--- config.mk ---
export PLATFORM = sky130hd
export DESIGN_NAME = nts_ip_decoder
export DESIGN_NICKNAME = d
export VERILOG_FILES = /design/src/rtl/nts_pkg.sv /design/src/rtl/nts_ip_decoder.sv
export SDC_FILE = /design/constraint.sdc
export NUM_CORES = 1
export LEC_CHECK = 0
export ABC_AREA = 0
export CORE_UTILIZATION = 36
export CTS_BUF_LIST = sky130_fd_sc_hd__clkbuf_4
export DETAILED_ROUTE_END_ITERATION = 12
export HOLD_SLACK_MARGIN = 0.02
export PLACE_DENSITY_LB_ADDON = 0.3
export SLEW_MARGIN = 20
export SYNTH_ARGS = -nofsm -noshare
export SYNTH_HDL_FRONTEND = slang
export SYNTH_SLANG_ARGS = --single-unit
export TNS_END_PERCENT = 20
--- constraint.sdc ---
create_clock -name i_clk -period 23.4 [get_ports i_clk]
set_input_delay 5.85 -clock i_clk [delete_from_list [all_inputs] [get_ports i_clk]]
set_output_delay 5.85 -clock i_clk [all_outputs]
set_load 0.1 [all_outputs]
--- src/rtl/nts_pkg.sv ---
// Shared NTS constants: read opcodes, protocol numbers, and the header
// buffer type with its byte-extraction helper.
package nts_pkg;

  localparam logic [3:0]  OPCODE_GET_OFFSET_UDP_DATA = 4'h0;
  localparam logic [3:0]  OPCODE_GET_LENGTH_UDP      = 4'h1;
  localparam logic [15:0] ETHERTYPE_IPV4             = 16'h0800;
  localparam logic [7:0]  IP_PROTO_UDP               = 8'd17;

  localparam int HDR_WORDS = 10;

  typedef logic [HDR_WORDS-1:0][63:0] hdr_t;

  // Big-endian byte fetch: frame byte idx lives in word idx/8, byte 0 at bits 63:56.
  function automatic logic [7:0] hdr_byte(input hdr_t hdr, input logic [6:0] idx);
    logic [63:0] word;
    word = '0;
    if (idx[6:3] < 4'(HDR_WORDS))
      word = hdr[idx[6:3]] << {idx[2:0], 3'b000};
    return word[63:56];
  endfunction

endpackage

--- src/rtl/nts_ip_decoder.sv ---
// Snoops a streamed frame, keeps its first ten words and decodes the
// Ethernet/IPv4/UDP header once the frame ends; fields served by opcode.
module nts_ip_decoder
  import nts_pkg::*;
#(
  parameter int ADDR_WIDTH = 10
) (
  input  logic        i_clk,
  input  logic        i_areset,
  input  logic        i_clear,
  input  logic        i_process,
  input  logic [7:0]  i_last_word_data_valid,
  input  logic [63:0] i_data,
  input  logic [3:0]  i_read_opcode,
  output logic        o_detect_ipv4,
  output logic        o_detect_ipv4_bad,
  output logic [31:0] o_read_data
);

  localparam int BW = ADDR_WIDTH + 3;

  hdr_t                  hdr;
  logic [ADDR_WIDTH-1:0] word_cnt;
  logic [7:0]            mask_q;
  logic                  in_frame;
  logic                  ignore;
  logic [BW-1:0]         udp_data_offset;
  logic [15:0]           udp_length;

  // A cleared frame stays ignored until i_process drops, so its tail never
  // looks like a fresh frame start.
  logic active, start, decode;
  assign active = i_process && !ignore;
  assign start  = active && !in_frame;
  assign decode = in_frame && !i_process;

  logic [15:0]   ethertype;
  logic [7:0]    ver_ihl;
  logic [3:0]    version, ihl;
  logic [7:0]    proto;
  logic [6:0]    udp_len_idx;
  logic [15:0]   udp_len_d;
  logic [BW-1:0] udp_off_d;
  logic [BW-1:0] frame_len;
  logic          is_ipv4, header_ok;

  assign ethertype   = {hdr_byte(hdr, 7'd12), hdr_byte(hdr, 7'd13)};
  assign ver_ihl     = hdr_byte(hdr, 7'd14);
  assign version     = ver_ihl[7:4];
  assign ihl         = ver_ihl[3:0];
  assign proto       = hdr_byte(hdr, 7'd23);
  assign udp_len_idx = 7'd18 + {1'b0, ihl, 2'b00};
  assign udp_len_d   = {hdr_byte(hdr, udp_len_idx), hdr_byte(hdr, udp_len_idx + 7'd1)};
  assign udp_off_d   = BW'(22) + BW'({ihl, 2'b00});
  // word_cnt still holds the frame's word count in the decode cycle.
  assign frame_len   = {word_cnt - ADDR_WIDTH'(1), 3'b000} + BW'($countones(mask_q));

  assign is_ipv4   = (ethertype == ETHERTYPE_IPV4);
  assign header_ok = (version == 4'd4) && (ihl >= 4'd5) && (proto == IP_PROTO_UDP)
                     && (frame_len >= udp_off_d);

  // NOTE: the header buffer is a handful of flops, not RAM, so it is reset
  // along with everything else; short frames then read unreceived bytes as 0.
  always_ff @(posedge i_clk or posedge i_areset) begin
    if (i_areset) begin
      hdr               <= '0;
      word_cnt          <= '0;
      mask_q            <= '0;
      in_frame          <= 1'b0;
      ignore            <= 1'b0;
      udp_data_offset   <= '0;
      udp_length        <= '0;
      o_detect_ipv4     <= 1'b0;
      o_detect_ipv4_bad <= 1'b0;
    end else if (i_clear) begin
      hdr               <= '0;
      word_cnt          <= '0;
      mask_q            <= '0;
      in_frame          <= 1'b0;
      ignore            <= i_process;
      udp_data_offset   <= '0;
      udp_length        <= '0;
      o_detect_ipv4     <= 1'b0;
      o_detect_ipv4_bad <= 1'b0;
    end else begin
      in_frame <= active;
      word_cnt <= active ? word_cnt + ADDR_WIDTH'(1) : '0;
      if (!i_process)
        ignore <= 1'b0;

      for (int i = 0; i < HDR_WORDS; i++) begin
        if (start)
          hdr[i] <= (i == 0) ? i_data : 64'h0;
        else if (active && word_cnt == ADDR_WIDTH'(i))
          hdr[i] <= i_data;
      end

      if (start) begin
        mask_q            <= i_last_word_data_valid;
        udp_data_offset   <= '0;
        udp_length        <= '0;
        o_detect_ipv4     <= 1'b0;
        o_detect_ipv4_bad <= 1'b0;
      end else if (decode) begin
        udp_data_offset   <= udp_off_d;
        udp_length        <= udp_len_d;
        o_detect_ipv4     <= is_ipv4 && header_ok;
        o_detect_ipv4_bad <= is_ipv4 && !header_ok;
      end
    end
  end

  // NOTE: default assignment first so every opcode path is covered and no
  // latch is inferred.
  always_comb begin
    o_read_data = '0;
    case (i_read_opcode)
      OPCODE_GET_OFFSET_UDP_DATA: o_read_data = 32'(udp_data_offset);
      OPCODE_GET_LENGTH_UDP:      o_read_data = {16'h0, udp_length};
      default:                    o_read_data = '0;
    endcase
  end

endmodule

* Yosys cells after proc, flatten, opt, wreduce, memory -nomap -nowiden
Cells that the tools add are included.
Storage, ports and cells: flip-flop bits (word level) 691, output and inout port bits 34, logic and storage cells 136
Cells by class: $add $sub $neg 13, order comparisons 6, equal/unequal tests 14, shift operators 2, muxes and demuxes 47, reductions and logical operators 36
Operator list (number):
- 64-bit two-way mux | 24
- 640-bit two-way mux | 1
- 64-bit binary-select mux with 4-bit select | 2
- 64-bit by 6-bit left shift with 64-bit output | 2
- 16-bit two-way mux | 3
- 10-bit by 3-bit equality test with 1-bit output, second input constant | 4
- 13-bit two-way mux | 3
- 3-bit nonzero test | 11
- 16-bit one-hot mux with 2 select lines | 1
- 10-bit by 2-bit equality test with 1-bit output, second input constant | 2
- 10-bit by 4-bit equality test with 1-bit output, second input constant | 2
- 10-bit two-way mux | 2
- 1-bit logical AND | 18
- 16-bit by 12-bit equality test with 1-bit output, second input constant | 1
- 8-bit two-way mux | 2
- 5-bit by 6-bit adder with 7-bit output, first input constant | 2
- 13-bit by 4-bit adder with 13-bit output | 1
- 13-bit by 7-bit greater-or-equal comparator with 1-bit output | 1
- 10-bit by 1-bit adder with 10-bit output, second input constant | 1
- 10-bit by 1-bit equality test with 1-bit output, second input constant | 1
- 10-bit zero test | 1
- 4-bit by 5-bit < comparator with 1-bit output, second input constant | 2
- 10-bit by 1-bit subtractor with 10-bit output, second input constant | 1
- 1-bit two-way mux | 9
- 13 further kinds | 21

* Depth between registers and ports, before layout
word-level depth 11, mapped depth 18, gate-level depth less buffers 18

* Worst setup path before layout
No wires, ideal clock.
path type input -> output, from input port i_read_opcode[1], to output port o_read_data[1], arrival time 7.629 ns, data required time 17.550 ns, path slack 9.921 ns, cell stages on the path 3, path buffers 1, cells stage by stage or3_1 clkbuf_1 nor2_1
On the way: longest elaborated chain between the ends 2, elaborated cells on any way between the ends 3, classes of those cells eq/ne: 1; mux: 1; reduce/logical: 1
RTL lines:
- start, declared | line nts_ip_decoder.sv:14 | input logic [3:0] i_read_opcode,
- 4-bit by 1-bit equality test with 1-bit output / 4-bit zero test (equally long branches) | line nts_ip_decoder.sv:117 | case (i_read_opcode)
- 16-bit one-hot mux with 2 select lines * | line nts_ip_decoder.sv:117
- end, declared | line nts_ip_decoder.sv:17 | output logic [31:0] o_read_data
Every way passes the cells marked *; elsewhere a longest branch is shown, timed or not.

* Final worst setup path
from input port i_read_opcode[1], to output port o_read_data[13]
The elaborated chain is that of the path after synthesis.

==> results.tsv <==
stage	metric	value	unit
synth	synth-warning-count	0	
global_route	grt_pass1_wl	90.3	mm
clock_network	clock-sinks	380	
clock_network	cts_buffer_depth	3	
hold_path	holdPathStages	2	
worst_setup_path	worst-r2r-cell-count	15	
drt	drt-pass1-iter-count	5	
worst_setup_path	cp.required	17.55	ns
die	core_area	51700	um^2
synth	async_flop_share	100	%
finish	nets	2260	
sta	fin_setup_tns	0	ns
global_route	antenna_found_initial	3	
power	power	1.39	mW
run	cap_violations	0	
die	fp.dieW	232	um
clock_network	cts_hold_buf	0	
sta	tightestPinTransition	1.15	ns
run_status	status	completed	
clock_network	post-cts-setup-buffers	0	
die	die_h	232	um
sta	max_freq	71.0	MHz
sta	clock-skew-final	0.0362	ns
synth	synth-seq-area-share	50.1	%
sta	setup_viol	0	
clock_network	cts_resized	0	
finish	multi_input_area	8550	um^2
finish	n_fill_cell	5200	
finish	drive_gt1_share	13.8	%
global_route	grt_usage	21.9	%
drt	routed_wl	57.5	mm
worst_setup_path	arrival	8.24	ns
worst_setup_path	reg2reg_slack	18.72	ns
synth	synth.distinct_cells	62	
place	dp_hpwl	34.2	mm
sta	slew_viol_final	0	
sta	hold_viol_final	0	
finish	area_growth	13.4	%
synth	synthCells	2126	
synth	synth-main-ff-cell	dfrtp_1	
global_route	grt_start_max_net_pins	119	
worst_setup_path	criticalPathCategory	in2out	
worst_setup_path	worstSetupEndpointType	output pin	
global_route	grt_pass1_vias	15700	
drt	vias	15600	
sta	rsz0062_at_grt	no	
worst_setup_path	cp-start-kind	input pin	
finish	seqCellArea	9520	um^2
die	rows	83	
synth	synth_seq_cells	380	
clock_network	cts-htree-levels	3	
synth	syn_area	19000	um^2
place	io_buffers	81	
sta	finalCritPeriodShare	60.2	%
drt	detail_route.wl_per_cell	19.7	um
die	start_util	36.7	%
clock_network	root_buffer	clkbuf_4	
synth	syn_avg_cell_area	8.93	um^2
power	power_density	64.4	nW/um^2
drt	drt-vias-per-instance	5.36	
hold_path	hp-class	reg2reg	
clock_network	cts_made_buffers	104	
drt	ant_nets	0	
drt	drc	0	
sta	fin_crit	14.09	ns
sta	slew_headroom	22.9	%
clock_network	cts_tree	yes	
power	p_leak	8.73	nW
clock_network	insertion_delay	0.84	ns
synth	synth_edf_count	0	
clock_network	clk_pin_slew_worst_paths	0.06	ns
die	ios	114	
worst_setup_path	cp_max_fo	10	
global_route	grt-ovfl-total	0	
power	peakVddDrop	0.0000303	V
place	routabilityCongestion	0.842	
die	die-area	53700	um^2
drt	first_iter_violations	1383	
## synthesized netlist by cell type, types with 2 or more instances
cell type | instances | area (um^2)
a211oi_1 | 11 | 82.6
a21oi_1 | 291 | 1460
a221o_1 | 6 | 60.1
a221oi_1 | 5 | 43.8
a22o_1 | 11 | 96.3
a31oi_1 | 2 | 12.5
a32o_1 | 2 | 20.0
and3_1 | 19 | 119
buf_1 | 8 | 30.0
buf_2 | 38 | 190
buf_4 | 19 | 143
clkbuf_1 | 143 | 537
dfrtp_1 | 380 | 9510
fa_1 | 4 | 80.1
ha_1 | 19 | 238
inv_1 | 41 | 154
mux2_2 | 32 | 360
mux2i_1 | 49 | 490
mux4_2 | 47 | 1060
nand2_1 | 723 | 2710
nand2b_1 | 3 | 18.8
nand3_1 | 13 | 65.1
nand4_1 | 4 | 25.0
nor2_1 | 42 | 158
nor2b_1 | 3 | 18.8
nor3_1 | 5 | 25.0
nor3_2 | 2 | 20.0
nor3b_1 | 2 | 15.0
nor3b_2 | 2 | 25.0
nor4_1 | 5 | 31.3
nor4b_1 | 5 | 43.8
o211ai_1 | 2 | 15.0
o21ai_0 | 106 | 531
o22ai_1 | 34 | 213
or2_1 | 2 | 12.5
or2_2 | 2 | 12.5
or3_1 | 2 | 12.5
xnor2_1 | 14 | 123
xor2_1 | 5 | 43.8
## per-layer routing
| metal | routed length [um] | global-route usage (%) | vias up |
|---|---|---|---|
| met2 | 26700 | 34.4 | 600 |
| met1 | 24800 | 29.4 | 7698 |
| met5 | 0 | 0 | - |
| met4 | 1610 | 8.08 | 0 |
| li1 | - | - | 7239 |
| met3 | 4440 | 5.14 | 103 |
## power breakdown
part	internal (mW)	switching, mW
logic	0.0351	0.0850
registers	0.669	0.00712
clock network	0.307	0.283
## kinds of logic after synthesis
logic type               count (synthesis)  synth area share (%)
flip-flops                             380                  50.1
multiplexers                           128                  10.1
buffers and inverters                  251                  5.59
AND/OR/NAND/NOR                        844                  17.9
other                                    1                0.0197
XOR/XNOR                                19                 0.876
adder cells (fa/ha/maj)                 23                  1.67
AO/OA/AOI/OAI                          480                  13.8
## cell usage in the layout (no fill, tap or decap), drive strengths merged, types with 32 or more instances in the layout
cell type / count
mux2i: 49
mux2: 32
mux4: 47
o21ai: 107
nand2: 723
clkbuf: 158
a21oi: 291
buf: 38
clkdlybuf4s50: 81
dfrtp: 380
nor2: 43
inv: 46
o22ai: 34
## cell type report
class,instances,share of cell area [%]
Antenna cell,4,0.0465
Timing Repair Buffer,119,5.24
Clock inverter,27,0.564
Tap cell,680,3.95
Inverter,42,0.767
Clock buffer,158,5.51
Multi-Input combinational cell,1510,39.7
Sequential cell,380,44.2
## through the flow
step,setup WS (ns),hold WS [ns],util (%),cell area (um^2),instances
2_1_floorplan,6.99,0.442,-,19000,2141
3_3_place_gp,9.32,0.457,39.0,20200,2729
3_5_place_dp,9.30,0.468,39.0,20200,2730
4_1_cts,9.30,0.482,41.6,21500,2915
5_1_grt,9.11,0.501,41.6,21500,2919
6_report,9.31,0.477,41.6,21500,2920
## path summary, 6_finish.rpt
path,start,endpoint
min in group asynchronous,i_areset,hdr[581]
max reg2reg,mask_q[0],o_detect_ipv4_bad
min,hdr[389],hdr[389]
max,i_read_opcode[1],o_read_data[13]
min reg2reg,hdr[389],hdr[389]
max in group asynchronous,i_areset,hdr[296]
## state kept, by name, indices dropped and copies added, names as in the netlist
signal,flops
ethertype,16
hdr,320
word_cnt,10
udp_data_offset,6
o_detect_ipv4_bad,1
in_frame,1
ignore,1
udp_length,16
o_detect_ipv4,1
mask_q,8
## critical path: stages
cell and delay (ns):
clkdlybuf4s50_1 0.42, nor3_1 0.59, and3_1 0.25, clkdlybuf4s50_1 1.13
(Power assumes the default switching activity.)
